File: src/rtl/seg7_scan_595.sv
// seg7_scan_595: multiplexed 7-segment scan engine driving a chain of 74HC595s.
// Each digit is decoded, framed with an active-low one-hot digit select,
// shifted out MSB first, latched, held for a dwell period, then the scan
// advances to the next digit.
// Optional feature macro: SEG7_LEADING_ZERO_BLANK_EN (leading-zero blanking).
module seg7_scan_595 #(
  parameter int unsigned NUM_DIGITS     = 4,
  parameter int unsigned NUM_ICS        = 2,
  parameter int unsigned SCLK_DIV       = 1,
  parameter int unsigned DWELL_CYCLES   = 16,
  parameter bit          SEG_ACTIVE_LOW = 1'b0
) (
  input  logic                                                clk_i,
  input  logic                                                rst_ni,
  input  logic                                                enable_i,
  input  logic [4*NUM_DIGITS-1:0]                             digits_i,
  input  logic [NUM_DIGITS-1:0]                               dp_i,
  output logic                                                sclk_o,
  output logic                                                data_o,
  output logic                                                latch_en_o,
  output logic [((NUM_DIGITS > 1) ? $clog2(NUM_DIGITS) : 1)-1:0] digit_o,
  output logic                                                busy_o,
  output logic                                                frame_done_o
);

  localparam int unsigned DIG_W      = (NUM_DIGITS > 1) ? $clog2(NUM_DIGITS) : 1;
  localparam int unsigned FRAME_BITS = 8 * NUM_ICS;
  localparam int unsigned BCNT_W     = $clog2(FRAME_BITS + 1);
  localparam int unsigned CNT_MAX    = (SCLK_DIV > DWELL_CYCLES) ? SCLK_DIV : DWELL_CYCLES;
  localparam int unsigned CNT_W      = $clog2(CNT_MAX + 1);
  localparam int unsigned SCLK_LAST  = SCLK_DIV - 1;
  localparam int unsigned DWELL_LAST = (DWELL_CYCLES == 0) ? 0 : DWELL_CYCLES - 1;

  // Reject parameter sets the frame format cannot represent.
  if (FRAME_BITS < 8 + NUM_DIGITS) begin : g_bad_frame
    $error("seg7_scan_595: 8*NUM_ICS must be at least 8+NUM_DIGITS");
  end
  if (NUM_DIGITS < 1 || NUM_DIGITS > 8) begin : g_bad_digits
    $error("seg7_scan_595: NUM_DIGITS must be 1..8");
  end
  if (SCLK_DIV < 1) begin : g_bad_div
    $error("seg7_scan_595: SCLK_DIV must be at least 1");
  end

  typedef enum logic [2:0] {
    S_IDLE  = 3'd0,
    S_LOAD  = 3'd1,
    S_SHIFT = 3'd2,
    S_LATCH = 3'd3,
    S_DWELL = 3'd4
  } state_e;

  state_e                  state_q, state_d;
  logic [CNT_W-1:0]        cnt_q, cnt_d;
  logic                    sclk_hi_q, sclk_hi_d;
  logic [BCNT_W-1:0]       bit_cnt_q, bit_cnt_d;
  logic [FRAME_BITS-1:0]   shreg_q, shreg_d;
  logic [DIG_W-1:0]        digit_q, digit_d;
  logic                    frame_done_q, frame_done_d;
  logic                    sclk_q, sclk_d;
  logic                    data_q, data_d;
  logic                    latch_q, latch_d;
  logic                    busy_q, busy_d;
  logic                    advance;

  logic [3:0]              code_c;
  logic                    dp_c;
  logic                    blank_c;
  logic [7:0]              seg_byte_c;
  logic [FRAME_BITS-1:0]   frame_c;

  // Segment pattern {g,f,e,d,c,b,a}, active-high.
  function automatic logic [6:0] seg_decode(input logic [3:0] code);
    logic [6:0] seg;
    unique case (code)
      4'd0:    seg = 7'h3F;
      4'd1:    seg = 7'h06;
      4'd2:    seg = 7'h5B;
      4'd3:    seg = 7'h4F;
      4'd4:    seg = 7'h66;
      4'd5:    seg = 7'h6D;
      4'd6:    seg = 7'h7D;
      4'd7:    seg = 7'h07;
      4'd8:    seg = 7'h7F;
      4'd9:    seg = 7'h6F;
      4'd11:   seg = 7'h40;
      default: seg = 7'h00;
    endcase
    return seg;
  endfunction

  // Select the code and decimal point of the digit currently being scanned.
  always_comb begin
    code_c = 4'd0;
    dp_c   = 1'b0;
    for (int i = 0; i < int'(NUM_DIGITS); i++) begin
      if (digit_q == DIG_W'(i)) begin
        code_c = digits_i[4*i +: 4];
        dp_c   = dp_i[i];
      end
    end
  end

`ifdef SEG7_LEADING_ZERO_BLANK_EN
  logic lead_c;

  // A zero is blanked while every digit to its left is zero or blank; the last digit always shows.
  always_comb begin
    lead_c  = 1'b1;
    blank_c = 1'b0;
    for (int i = 0; i < int'(NUM_DIGITS) - 1; i++) begin
      if (digit_q == DIG_W'(i)) begin
        blank_c = lead_c && (code_c == 4'd0);
      end
      lead_c = lead_c && ((digits_i[4*i +: 4] == 4'd0) || (digits_i[4*i +: 4] == 4'd10));
    end
  end
`else
  assign blank_c = 1'b0;
`endif

  // Build the frame: segment byte low, active-low digit select above, unused bits zero.
  always_comb begin
    seg_byte_c = {dp_c, (blank_c ? 7'h00 : seg_decode(code_c))};
    if (SEG_ACTIVE_LOW) begin
      seg_byte_c = ~seg_byte_c;
    end
    frame_c        = '0;
    frame_c[7:0]   = seg_byte_c;
    for (int j = 0; j < int'(NUM_DIGITS); j++) begin
      frame_c[8+j] = (digit_q != DIG_W'(j));
    end
  end

  // State register.
  always_ff @(posedge clk_i or negedge rst_ni) begin
    if (!rst_ni) begin
      state_q <= S_IDLE;
    end else begin
      state_q <= state_d;
    end
  end

  // Next-state and datapath sequencing.
  always_comb begin
    state_d      = state_q;
    cnt_d        = cnt_q;
    sclk_hi_d    = sclk_hi_q;
    bit_cnt_d    = bit_cnt_q;
    shreg_d      = shreg_q;
    digit_d      = digit_q;
    frame_done_d = 1'b0;
    advance      = 1'b0;
    unique case (state_q)
      S_IDLE: begin
        if (enable_i) begin
          state_d = S_LOAD;
        end
      end
      S_LOAD: begin
        shreg_d   = frame_c;
        bit_cnt_d = BCNT_W'(FRAME_BITS);
        cnt_d     = '0;
        sclk_hi_d = 1'b0;
        state_d   = S_SHIFT;
      end
      S_SHIFT: begin
        if (cnt_q == CNT_W'(SCLK_LAST)) begin
          cnt_d     = '0;
          sclk_hi_d = !sclk_hi_q;
          if (sclk_hi_q) begin
            shreg_d   = shreg_q << 1;
            bit_cnt_d = bit_cnt_q - BCNT_W'(1);
            if (bit_cnt_q == BCNT_W'(1)) begin
              state_d = S_LATCH;
            end
          end
        end else begin
          cnt_d = cnt_q + CNT_W'(1);
        end
      end
      S_LATCH: begin
        if (cnt_q == CNT_W'(SCLK_LAST)) begin
          cnt_d = '0;
          if (DWELL_CYCLES == 0) begin
            advance = 1'b1;
          end else begin
            state_d = S_DWELL;
          end
        end else begin
          cnt_d = cnt_q + CNT_W'(1);
        end
      end
      S_DWELL: begin
        if (cnt_q == CNT_W'(DWELL_LAST)) begin
          advance = 1'b1;
        end else begin
          cnt_d = cnt_q + CNT_W'(1);
        end
      end
      default: begin
        state_d = S_IDLE;
      end
    endcase
    if (advance) begin
      cnt_d   = '0;
      state_d = enable_i ? S_LOAD : S_IDLE;
      if (digit_q == DIG_W'(NUM_DIGITS - 1)) begin
        digit_d      = '0;
        frame_done_d = 1'b1;
      end else begin
        digit_d = digit_q + DIG_W'(1);
      end
    end
  end

  // Next values of the pin outputs, derived from the upcoming state so they can be registered.
  always_comb begin
    sclk_d  = 1'b0;
    data_d  = 1'b0;
    latch_d = 1'b0;
    busy_d  = (state_d != S_IDLE);
    unique case (state_d)
      S_SHIFT: begin
        sclk_d = sclk_hi_d;
        data_d = shreg_d[FRAME_BITS-1];
      end
      S_LATCH: begin
        latch_d = 1'b1;
      end
      default: begin
      end
    endcase
  end

  // Datapath and output registers.
  always_ff @(posedge clk_i or negedge rst_ni) begin
    if (!rst_ni) begin
      cnt_q        <= '0;
      sclk_hi_q    <= 1'b0;
      bit_cnt_q    <= '0;
      shreg_q      <= '0;
      digit_q      <= '0;
      frame_done_q <= 1'b0;
      sclk_q       <= 1'b0;
      data_q       <= 1'b0;
      latch_q      <= 1'b0;
      busy_q       <= 1'b0;
    end else begin
      cnt_q        <= cnt_d;
      sclk_hi_q    <= sclk_hi_d;
      bit_cnt_q    <= bit_cnt_d;
      shreg_q      <= shreg_d;
      digit_q      <= digit_d;
      frame_done_q <= frame_done_d;
      sclk_q       <= sclk_d;
      data_q       <= data_d;
      latch_q      <= latch_d;
      busy_q       <= busy_d;
    end
  end

  assign sclk_o       = sclk_q;
  assign data_o       = data_q;
  assign latch_en_o   = latch_q;
  assign digit_o      = digit_q;
  assign busy_o       = busy_q;
  assign frame_done_o = frame_done_q;

endmodule
File: config.mk
export PLATFORM = sky130hd
export DESIGN_NAME = seg7_scan_595
export DESIGN_NICKNAME = d
export VERILOG_FILES = /design/src/rtl/seg7_scan_595.sv
export SDC_FILE = /design/constraint.sdc
export NUM_CORES = 1
export LEC_CHECK = 0
export ABC_AREA = 1
export BUFFER_PORTS_ARGS = -buffer_cell sky130_fd_sc_hd__clkbuf_2
export CAP_MARGIN = 20
export CORE_ASPECT_RATIO = 1.1
export CORE_MARGIN = 2
export CORE_UTILIZATION = 55
export DETAILED_ROUTE_END_ITERATION = 10
export GPL_TIMING_DRIVEN = 0
export HOLD_SLACK_MARGIN = 0.06
export PLACE_DENSITY = 0.77
export REMOVE_ABC_BUFFERS = 1
export SLEW_MARGIN = 0
export SYNTH_ARGS = -nofsm -noshare
export SYNTH_HDL_FRONTEND = slang
export SYNTH_SLANG_ARGS = --single-unit
File: constraint.sdc
create_clock -name clk_i -period 3 [get_ports clk_i]
set_clock_uncertainty 0.2 [all_clocks]
set_input_delay 0.9 -clock clk_i [delete_from_list [all_inputs] [get_ports clk_i]]
set_output_delay 0.9 -clock clk_i [all_outputs]
set_load 0.02 [all_outputs]
==> results of run 1 <==
==> routing by layer <==
layer,vias to the layer above,wire length (um),GRT usage (%)
met1,882,1904,27.37
met4,0,64,7.092
met2,37,2081,36.69
met3,6,179,4.831
met5,-,0,0
li1,962,-,-
==> layout by cell type (no fill, tap or decap), types with 7 or more instances in the layout <==
cell type | synthesis | final
nor2_1 | 25 | 25
inv_1 | 29 | 29
ha_1 | 15 | 15
nand2_2 | 11 | 11
clkbuf_2 | 0 | 29
nand3_1 | 23 | 23
dfrtp_1 | 37 | 37
clkbuf_8 | 0 | 7
nand2_1 | 66 | 66
a21oi_1 | 13 | 13
o21ai_1 | 10 | 10
inv_2 | 9 | 9
==> where the power goes <==
group          leakage (nW)  internal [mW]  total (mW)  switching [mW]
Sequential            0.479          0.673       0.796           0.123
Clock                0.0542          0.207       0.382           0.175
Combinational         0.752          0.324       0.924           0.600
==> registers in the layout (all words and copies together), names as in the netlist <==
signal and count:
bit_cnt_q 5, data_o 1, frame_done_o 1, sclk_hi_q 1, sclk_o 1, shreg_q 16, latch_en_o 1, cnt_q 5
state_q 3, digit_o 2, busy_o 1
==> cells by family after synthesis <==
family                   synth area share [%]
AO/OA/AOI/OAI                           11.43
XOR/XNOR                               0.3983
adder cells (fa/ha/maj)                 8.532
buffers and inverters                   7.622
flip-flops                              42.09
AND/OR/NAND/NOR                         29.92
==> worst min-delay path: cells and delay by family, from the launching register on <==
kind             cells  cell delay (ns)
AND/OR/NAND/NOR      2             0.10
flip-flops           1             0.35
==> stage by stage <==
step	hold slack (ns)	cell area, um^2
floorplan	0.2494	2181
global placement	0.2636	2391
detailed placement	0.2678	2391
CTS	0.2867	2492
global route	0.3036	2492
finish	0.2838	2492
==> how the worst min path moves through the flow <==
stage          depth (start not counted)           to
6_report                               2  shreg_q[11]
5_1_grt                                2  shreg_q[11]
4_1_cts                                2  shreg_q[11]
3_5_place_dp                           2  shreg_q[11]
3_3_place_gp                           2  shreg_q[10]
2_1_floorplan                          2  shreg_q[11]
==> cell type report <==
type	instances	area [um^2]	share of cell area (%)
sequential	37	925.9	37.15
multi-input combinational	200	1106	44.38
timing repair buffer	29	145.1	5.823
clock inverter	1	5.005	0.2008
clock buffer	7	96.34	3.865
tap	52	65.06	2.610
inverter	39	148.9	5.974
==> results.cfg, run 1 <==
[die]
io_pins = 30
row_count = 24
design.die.area_um2 = 4522
initial_core_util_pct = 56.35
die-width_um = 64.30
core-area_um2 = 3904
die_h_um = 70.33

[routing]
wire_per_inst_um = 11.59
routed_wl_um = 4230
viasPerCell = 5.170
drt_iter0_markers = 152
ant_nets = 0
drc = 0
vias = 1887
dr.pass1.iters = 4

[critical_path]
cp_max_fo = 8
startpoint = digit_o[0]
critical_path.startpoint_type = flip-flop
critical_path_class = reg -> reg
rr_worst_depth = 10
reg2reg_from = digit_o[0]
endpoint_kind = flip-flop
critical_path.endpoint = shreg_q[6]
required_ns = 3.04
cp_num_buf_inv = 3
crit_family = compound AO/OA/AOI/OAI gates
cpMaxStageDelayCell = o21ai_0
worstSetupPathDepth = 10
r2r_slack_ns = 0.46
worst_ep_arrival_time_ns = 2.58
critPathMaxStageDelay_ns = 0.61
path_cells = ha_1, inv_2, o21ai_0, inv_1, ha_1, inv_1, nand3_1, nand3_1, nand3_1, nand3_2
reg2reg_to = shreg_q[6]
crit_top_cell = nand3_1

[hold_path]
min_from = shreg_q[11]
worst_hold_path_type = reg -> reg

[layout]
synthToLayoutAreaGrowth_pct = 13.31
diodes = 0
num-fill-cells = 367
drive_gt1_share_pct = 21.73
nets = 350
finalNonFillerCells = 365
post-route-util_pct = 63.85

[synthesis]
synth.avg_cell_area_um2 = 7.912
ys_warn_count = 0
yosysMostFrequentCell = nand2_1
async_flop_share_pct = 100.0
synth_edf_count = 0
synth-seq-cells = 37
syn_inst = 278
synthDistinctLibCells = 31
yosys.area.top_type = dfrtp_1
synth_top_area_share_pct = 42.09
synth_area_um2 = 2200
ys_top_cells_by_area = dfrtp_1, nand2_1, ha_1, nand3_1, inv_1
ys_seq_area_share_pct = 42.09
synth_commonest_cells = nand2_1, dfrtp_1, inv_1, nor2_1, nand3_1
synthFlopType = dfrtp_1

[sta]
worst_slew_pin_slew_ns = 0.8876
min_period_ns = 2.543
slew_headroom_pct = 40.83
rsz0062_at_grt = no
setup_viol = 0
period_share_pct = 84.77
fin_ws_ns = 0.4568
max_freq_mhz = 393.2
setup_tns_ns = 0
finalHoldViolCount = 0
slew_violations = 0

[clocking]
cts.clk_slew.worst_paths_ns = 0.07
cts.root.buffer_cell = clkbuf_8
cts-resized-gates = 0
cts.sinks = 37
postCtsSetupRepairBufs = 0
postCtsHoldBufs = 0
htree_levels = 2
numCtsBuffers = 5
cts_tree = done
clkLatencyLatePin_ns = 0.29
clk_path_buf_depth = 2

[power]
p_leak_nw = 1.285
p_per_area_nw_per_um2 = 843.5
finalPower_mw = 2.102
ir_worst_vdd_v = 0.0003520

[place]
port_buffers = 29
dp_cells = 357
hpwlAfterDp_um = 3168
pre_cts_slack_ns = 0.3688
gp_congestion = 0.7883

[global_routing]
antenna_found_initial = 0
overflow = 0
grt_pass1_vias = 1756
grt_pass1_wl_um = 7596
grt_max_degree = 38
track_usage_pct = 21.68

[run]
max_cap_viol_count = 0

[run_status]
status = finished clean
No activity file was read; power rests on OpenSTA's default activity.
==> run 2, diff against run 1 <==
--- a/config.mk
+++ b/config.mk
@@ -10,11 +10,11 @@
 export CAP_MARGIN = 20
 export CORE_ASPECT_RATIO = 1.1
 export CORE_MARGIN = 2
-export CORE_UTILIZATION = 55
+export CORE_UTILIZATION = 52
 export DETAILED_ROUTE_END_ITERATION = 10
 export GPL_TIMING_DRIVEN = 0
 export HOLD_SLACK_MARGIN = 0.06
-export PLACE_DENSITY = 0.77
+export PLACE_DENSITY = 0.76
 export REMOVE_ABC_BUFFERS = 1
 export SLEW_MARGIN = 0
 export SYNTH_ARGS = -nofsm -noshare
==> constraint.sdc (replaced) <==
create_clock -name clk_i -period 2.3 [get_ports clk_i]
set_clock_uncertainty 0.2 [all_clocks]
set_input_delay 0.69 -clock clk_i [delete_from_list [all_inputs] [get_ports clk_i]]
set_output_delay 0.69 -clock clk_i [all_outputs]
set_load 0.02 [all_outputs]
==> results.cfg, run 2 (same netlist as run 1, synthesis figures left out) <==
[run_status]
status = finished clean

[die]
die-width_um = 66.01
io_pins = 30
core-area_um2 = 4024
die_h_um = 72.21
design.die.area_um2 = 4767
row_count = 24
initial_core_util_pct = 54.66

[hold_path]
worst_hold_path_type = reg -> reg
min_from = shreg_q[11]

[sta]
finalHoldViolCount = 0
period_share_pct = 92.73
min_period_ns = 2.133
rsz0062_at_grt = no
setup_viol = 0
setup_tns_ns = 0
slew_headroom_pct = 40.81
max_freq_mhz = 468.9
slew_violations = 0
worst_slew_pin_slew_ns = 0.8878

[place]
hpwlAfterDp_um = 3282
gp_congestion = 0.8180
port_buffers = 29
place_area_um2 = 2391

[critical_path]
startpoint = digit_o[1]
cp_max_fo = 6
critical_path_class = reg -> reg
endpoint_kind = flip-flop
required_ns = 2.33
reg2reg_from = digit_o[1]
critical_path.startpoint_type = flip-flop
worst_ep_arrival_time_ns = 2.16

[power]
p_leak_nw = 1.303
ir_worst_vdd_v = 0.0004047
finalPower_mw = 2.836
p_per_area_nw_per_um2 = 1099

[layout]
final_cell_mix = nand2_1, dfrtp_1, clkbuf_2, inv_1
regMostFlops = shreg_q
reg_top3 = shreg_q: 16 flops, bit_cnt_q: 5 flops, cnt_q: 5 flops
synthToLayoutAreaGrowth_pct = 17.35
drive_gt1_share_pct = 25.48
multi_input_area_um2 = 1166
regArea_um2 = 928.4
num-fill-cells = 368
final_common_cell = nand2_1
largest_reg_flops = 16
nets = 351
diodes = 0
finalInstanceArea_um2 = 2581

[routing]
drt_iter0_markers = 98
viasPerCell = 5.134
vias = 1879
ant_nets = 0
wire_per_inst_um = 12.16
routed_wl_um = 4451
drc = 0
dr.pass1.iters = 4

[global_routing]
grt_pass1_vias = 1780
overflow = 0
grt_pass1_wl_um = 7665
track_usage_pct = 21.07
grt_max_degree = 38
antenna_found_initial = 0

[clocking]
clk_path_buf_depth = 2
clkLatencyLatePin_ns = 0.29
cts_tree = done
cts.sinks = 37
numCtsBuffers = 5
htree_levels = 2
cts.clk_slew.worst_paths_ns = 0.08
cts.root.buffer_cell = clkbuf_8

[run]
max_cap_viol_count = 0
## run 2: changes by cell type in the layout (fill, tap and decap cells not counted), sizes merged
cell and delta:
clkinvlp +1, bufinv +1, clkinv -1, clkbuf -1, buf +1
## run 2: path summary, 6_finish.rpt
kind	end	slack, ns	depth (start not counted)
setup / recovery	shreg_q[3]	0.17	11
hold / removal	shreg_q[11]	0.29	2
setup reg to reg	shreg_q[3]	0.17	11
hold reg to reg	shreg_q[11]	0.29	2
max in group asynchronous	digit_o[1]	0.98	1
min in group asynchronous	shreg_q[13]	0.31	1
## run 2: cell type report
class | count | area share [%]
well taps | 52 | 2.521
flip-flops and latches | 37 | 35.97
clock buffers | 6 | 3.199
clock inverters | 2 | 1.454
inverters | 39 | 5.768
multi-input cells | 200 | 45.18
repair buffers | 30 | 5.914
## run 2: what timing repair did
action                     CTS  global route
hold buffers                 0             0
gates resized for setup      3            13
setup endpoints to repair    7             8
pin swaps                    0             1
buffers inserted             0             1
## run 2: through the flow
| stage | hold WS, ns | instances | util (%) | setup WS (ns) |
|---|---|---|---|---|
| 6_report | 0.2938 | 366 | 64.15 | 0.1673 |
| 5_1_grt | 0.3207 | 366 | 64.15 | 0.01054 |
| 4_1_cts | 0.2933 | 365 | 62.56 | 0.07453 |
| 3_5_place_dp | 0.2753 | 357 | 59.42 | -0.2034 |
| 3_3_place_gp | 0.2628 | 357 | 59.42 | -0.2025 |
| 2_1_floorplan | 0.1944 | 276 | - | 0.03421 |
## run 2: report_power, final
group	internal, mW	leakage (nW)	switching (mW)
sequential	0.878	0.476	0.163
clock	0.352	0.0574	0.232
combinational	0.424	0.769	0.787
total	1.65	1.30	1.18
## run 2: metal layers
metal	routed length [um]	global-route usage [%]
met1	2074	26.84
met4	71	7.710
met2	2113	35.24
met5	0	0
met3	192	4.651
## run 2: worst max-delay path, stage by stage (launching register included)
cell     delay [ns]
dfrtp_2        0.44
inv_1          0.16
ha_4           0.19
inv_2          0.07
nand3_1        0.07
nand2_1        0.11
nand2_1        0.08
nand2_1        0.11
ha_1           0.30
nor2_1         0.15
nor2_1         0.07
o21ai_1        0.12
==> run 3, diff against run 2 <==
--- a/config.mk
+++ b/config.mk
@@ -10,11 +10,11 @@
 export CAP_MARGIN = 20
 export CORE_ASPECT_RATIO = 1.1
 export CORE_MARGIN = 2
-export CORE_UTILIZATION = 52
+export CORE_UTILIZATION = 55
 export DETAILED_ROUTE_END_ITERATION = 10
 export GPL_TIMING_DRIVEN = 0
 export HOLD_SLACK_MARGIN = 0.06
-export PLACE_DENSITY = 0.76
+export PLACE_DENSITY = 0.77
 export REMOVE_ABC_BUFFERS = 1
 export SLEW_MARGIN = 0
 export SYNTH_ARGS = -nofsm -noshare
==> constraint.sdc (replaced) <==
create_clock -name clk_i -period 2.7 [get_ports clk_i]
set_clock_uncertainty 0.2 [all_clocks]
set_input_delay 0.81 -clock clk_i [delete_from_list [all_inputs] [get_ports clk_i]]
set_output_delay 0.81 -clock clk_i [all_outputs]
set_load 0.02 [all_outputs]
==> results.cfg, run 3 (same netlist as run 1, synthesis figures left out) <==
[run_status]
status = finished clean

[power]
p_per_area_nw_per_um2 = 937.2
pwr-share-seq_pct = 37.9
power_switching_uw = 997.0
ir_worst_vdd_v = 0.0003912
clockPowerShare_pct = 18.2
combinationalPowerShare_pct = 44.0
p_leak_nw = 1.285
internal-power_mw = 1.339
swShare_pct = 42.68

[global_routing]
grt_pass1_wl_um = 7596
grt_pass1_vias = 1756
grt_max_degree = 38
overflow = 0
track_usage_pct = 21.68
antenna_found_initial = 0

[clocking]
clk_path_buf_depth = 2
htree_levels = 2
numCtsBuffers = 5
cts.clk_slew.worst_paths_ns = 0.07
cts.sinks = 37
cts.root.buffer_cell = clkbuf_8
cts_tree = done
postCtsHoldBufs = 0
clkLatencyLatePin_ns = 0.29
postCtsSetupRepairBufs = 0

[hold_path]
worst_hold_path_type = reg -> reg
min_from = shreg_q[11]

[layout]
diodes = 0
num-fill-cells = 367
final_cell_mix = nand2_1, dfrtp_1, inv_1, clkbuf_2, nor2_1
final_common_cell = nand2_1
post-route-util_pct = 63.85
largest_reg_flops = 16
regArea_um2 = 925.9
regMostFlops = shreg_q
synthToLayoutAreaGrowth_pct = 13.31
multi_input_area_um2 = 1106
drive_gt1_share_pct = 21.73
reg_top3 = shreg_q: 16 flops, bit_cnt_q: 5 flops, cnt_q: 5 flops
nets = 350

[sta]
slew_violations = 0
worst_slew_pin_slew_ns = 0.8876
period_share_pct = 88.33
slew_headroom_pct = 40.83
setup_tns_ns = 0
rsz0062_at_grt = no
fin_ws_ns = 0.3150
max_freq_mhz = 419.3
min_period_ns = 2.385
finalHoldViolCount = 0
setup_viol = 0

[critical_path]
endpoint_kind = flip-flop
path_cells = inv_1, ha_1, inv_2, nand3_1, nand2_1, o21ai_1, inv_1, ha_1, inv_1, nand3_1, nand3_1, nand3_1, nand3_2
startpoint = digit_o[0]
crit_top_cell = nand3_1
required_ns = 2.74
cp_num_buf_inv = 4
critPathMaxStageDelay_ns = 0.42
reg2reg_from = digit_o[0]
worst_ep_arrival_time_ns = 2.42
critical_path_class = reg -> reg
cpMaxStageDelayCell = dfrtp_1
cp_max_fo = 7
critical_path.startpoint_type = flip-flop
crit_family = adder cells

[routing]
routed-wl-met2_um = 2082
dr.pass1.iters = 4
viasPerCell = 5.164
wire_per_inst_um = 11.59
drt-met1-wl_um = 1903
route.met3.wl_um = 179
drt_iter0_markers = 154
dr.max_layer_used = met4
ant_nets = 0
vias = 1885
drc = 0
routed_wl_um = 4230

[die]
initial_core_util_pct = 56.35
io_pins = 30
die_h_um = 70.33
core-area_um2 = 3904
design.die.area_um2 = 4522
die-width_um = 64.30
row_count = 24

[run]
max_cap_viol_count = 0

[place]
pre_cts_slack_ns = 0.1542
hpwlAfterDp_um = 3168
port_buffers = 29
gp_congestion = 0.7883
-- run 3: cell types whose count changed in the layout (fill, tap and decap cells not counted), moves of 2 or more --
cell,delta
ha_4,-3
dfrtp_1,+2
ha_1,+4
nor2_2,-2
dfrtp_2,-2
nor2_1,+2
-- run 3: final timing paths --
path                           endpoint  slack (ns)  cells after the start
max                          shreg_q[6]        0.32                     13
min reg2reg                 shreg_q[11]        0.28                      2
max in group asynchronous  bit_cnt_q[3]        1.32                      1
max reg2reg                  shreg_q[6]        0.32                     13
min                         shreg_q[11]        0.28                      2
min in group asynchronous  bit_cnt_q[1]        0.43                      1
-- run 3: routing by layer --
metal	GRT usage, %	vias to the layer above
met2	36.69	37
met1	27.37	880
met4	7.092	0
li1	-	962
met3	4.831	6
met5	0	-
-- run 3: repair_timing --
| action | in CTS | in global routing |
|---|---|---|
| gates resized for setup | 0 | 1 |
| setup endpoints to repair | 0 | 4 |
| hold endpoints to repair | 0 | 0 |
-- run 3: through the flow --
step                      hold slack, ns  power [mW]  cell area, um^2  std cells
after global routing              0.3036       2.556             2492        365
after floorplan                   0.2494       1.683             2181        276
final                             0.2838       2.336             2492        365
after detailed placement          0.2678       1.922             2391        357
after global placement            0.2636       1.889             2391        357
after CTS                         0.2867       2.354             2492        365
-- run 3: tightest hold or removal path: stages, from the launching register on --
cell	delay [ns]
dfrtp_1	0.35
nand2_1	0.05
nand2_1	0.05
-- run 3: cell type report --
cell class	count	share of cell area, %
clock buffer	7	3.865
tap	52	2.610
clock inverter	1	0.2008
multi-input combinational	200	44.38
sequential	37	37.15
timing repair buffer	29	5.823
inverter	39	5.974
-- run 3: power by group through the flow --
stage | logic (mW) | clock network [mW] | registers [mW]
2_1_floorplan | 0.796 | 0 | 0.887
3_3_place_gp | 1.00 | 0 | 0.886
3_5_place_dp | 1.03 | 0 | 0.892
4_1_cts | 1.04 | 0.430 | 0.884
5_1_grt | 1.19 | 0.453 | 0.908
6_report | 1.03 | 0.425 | 0.884
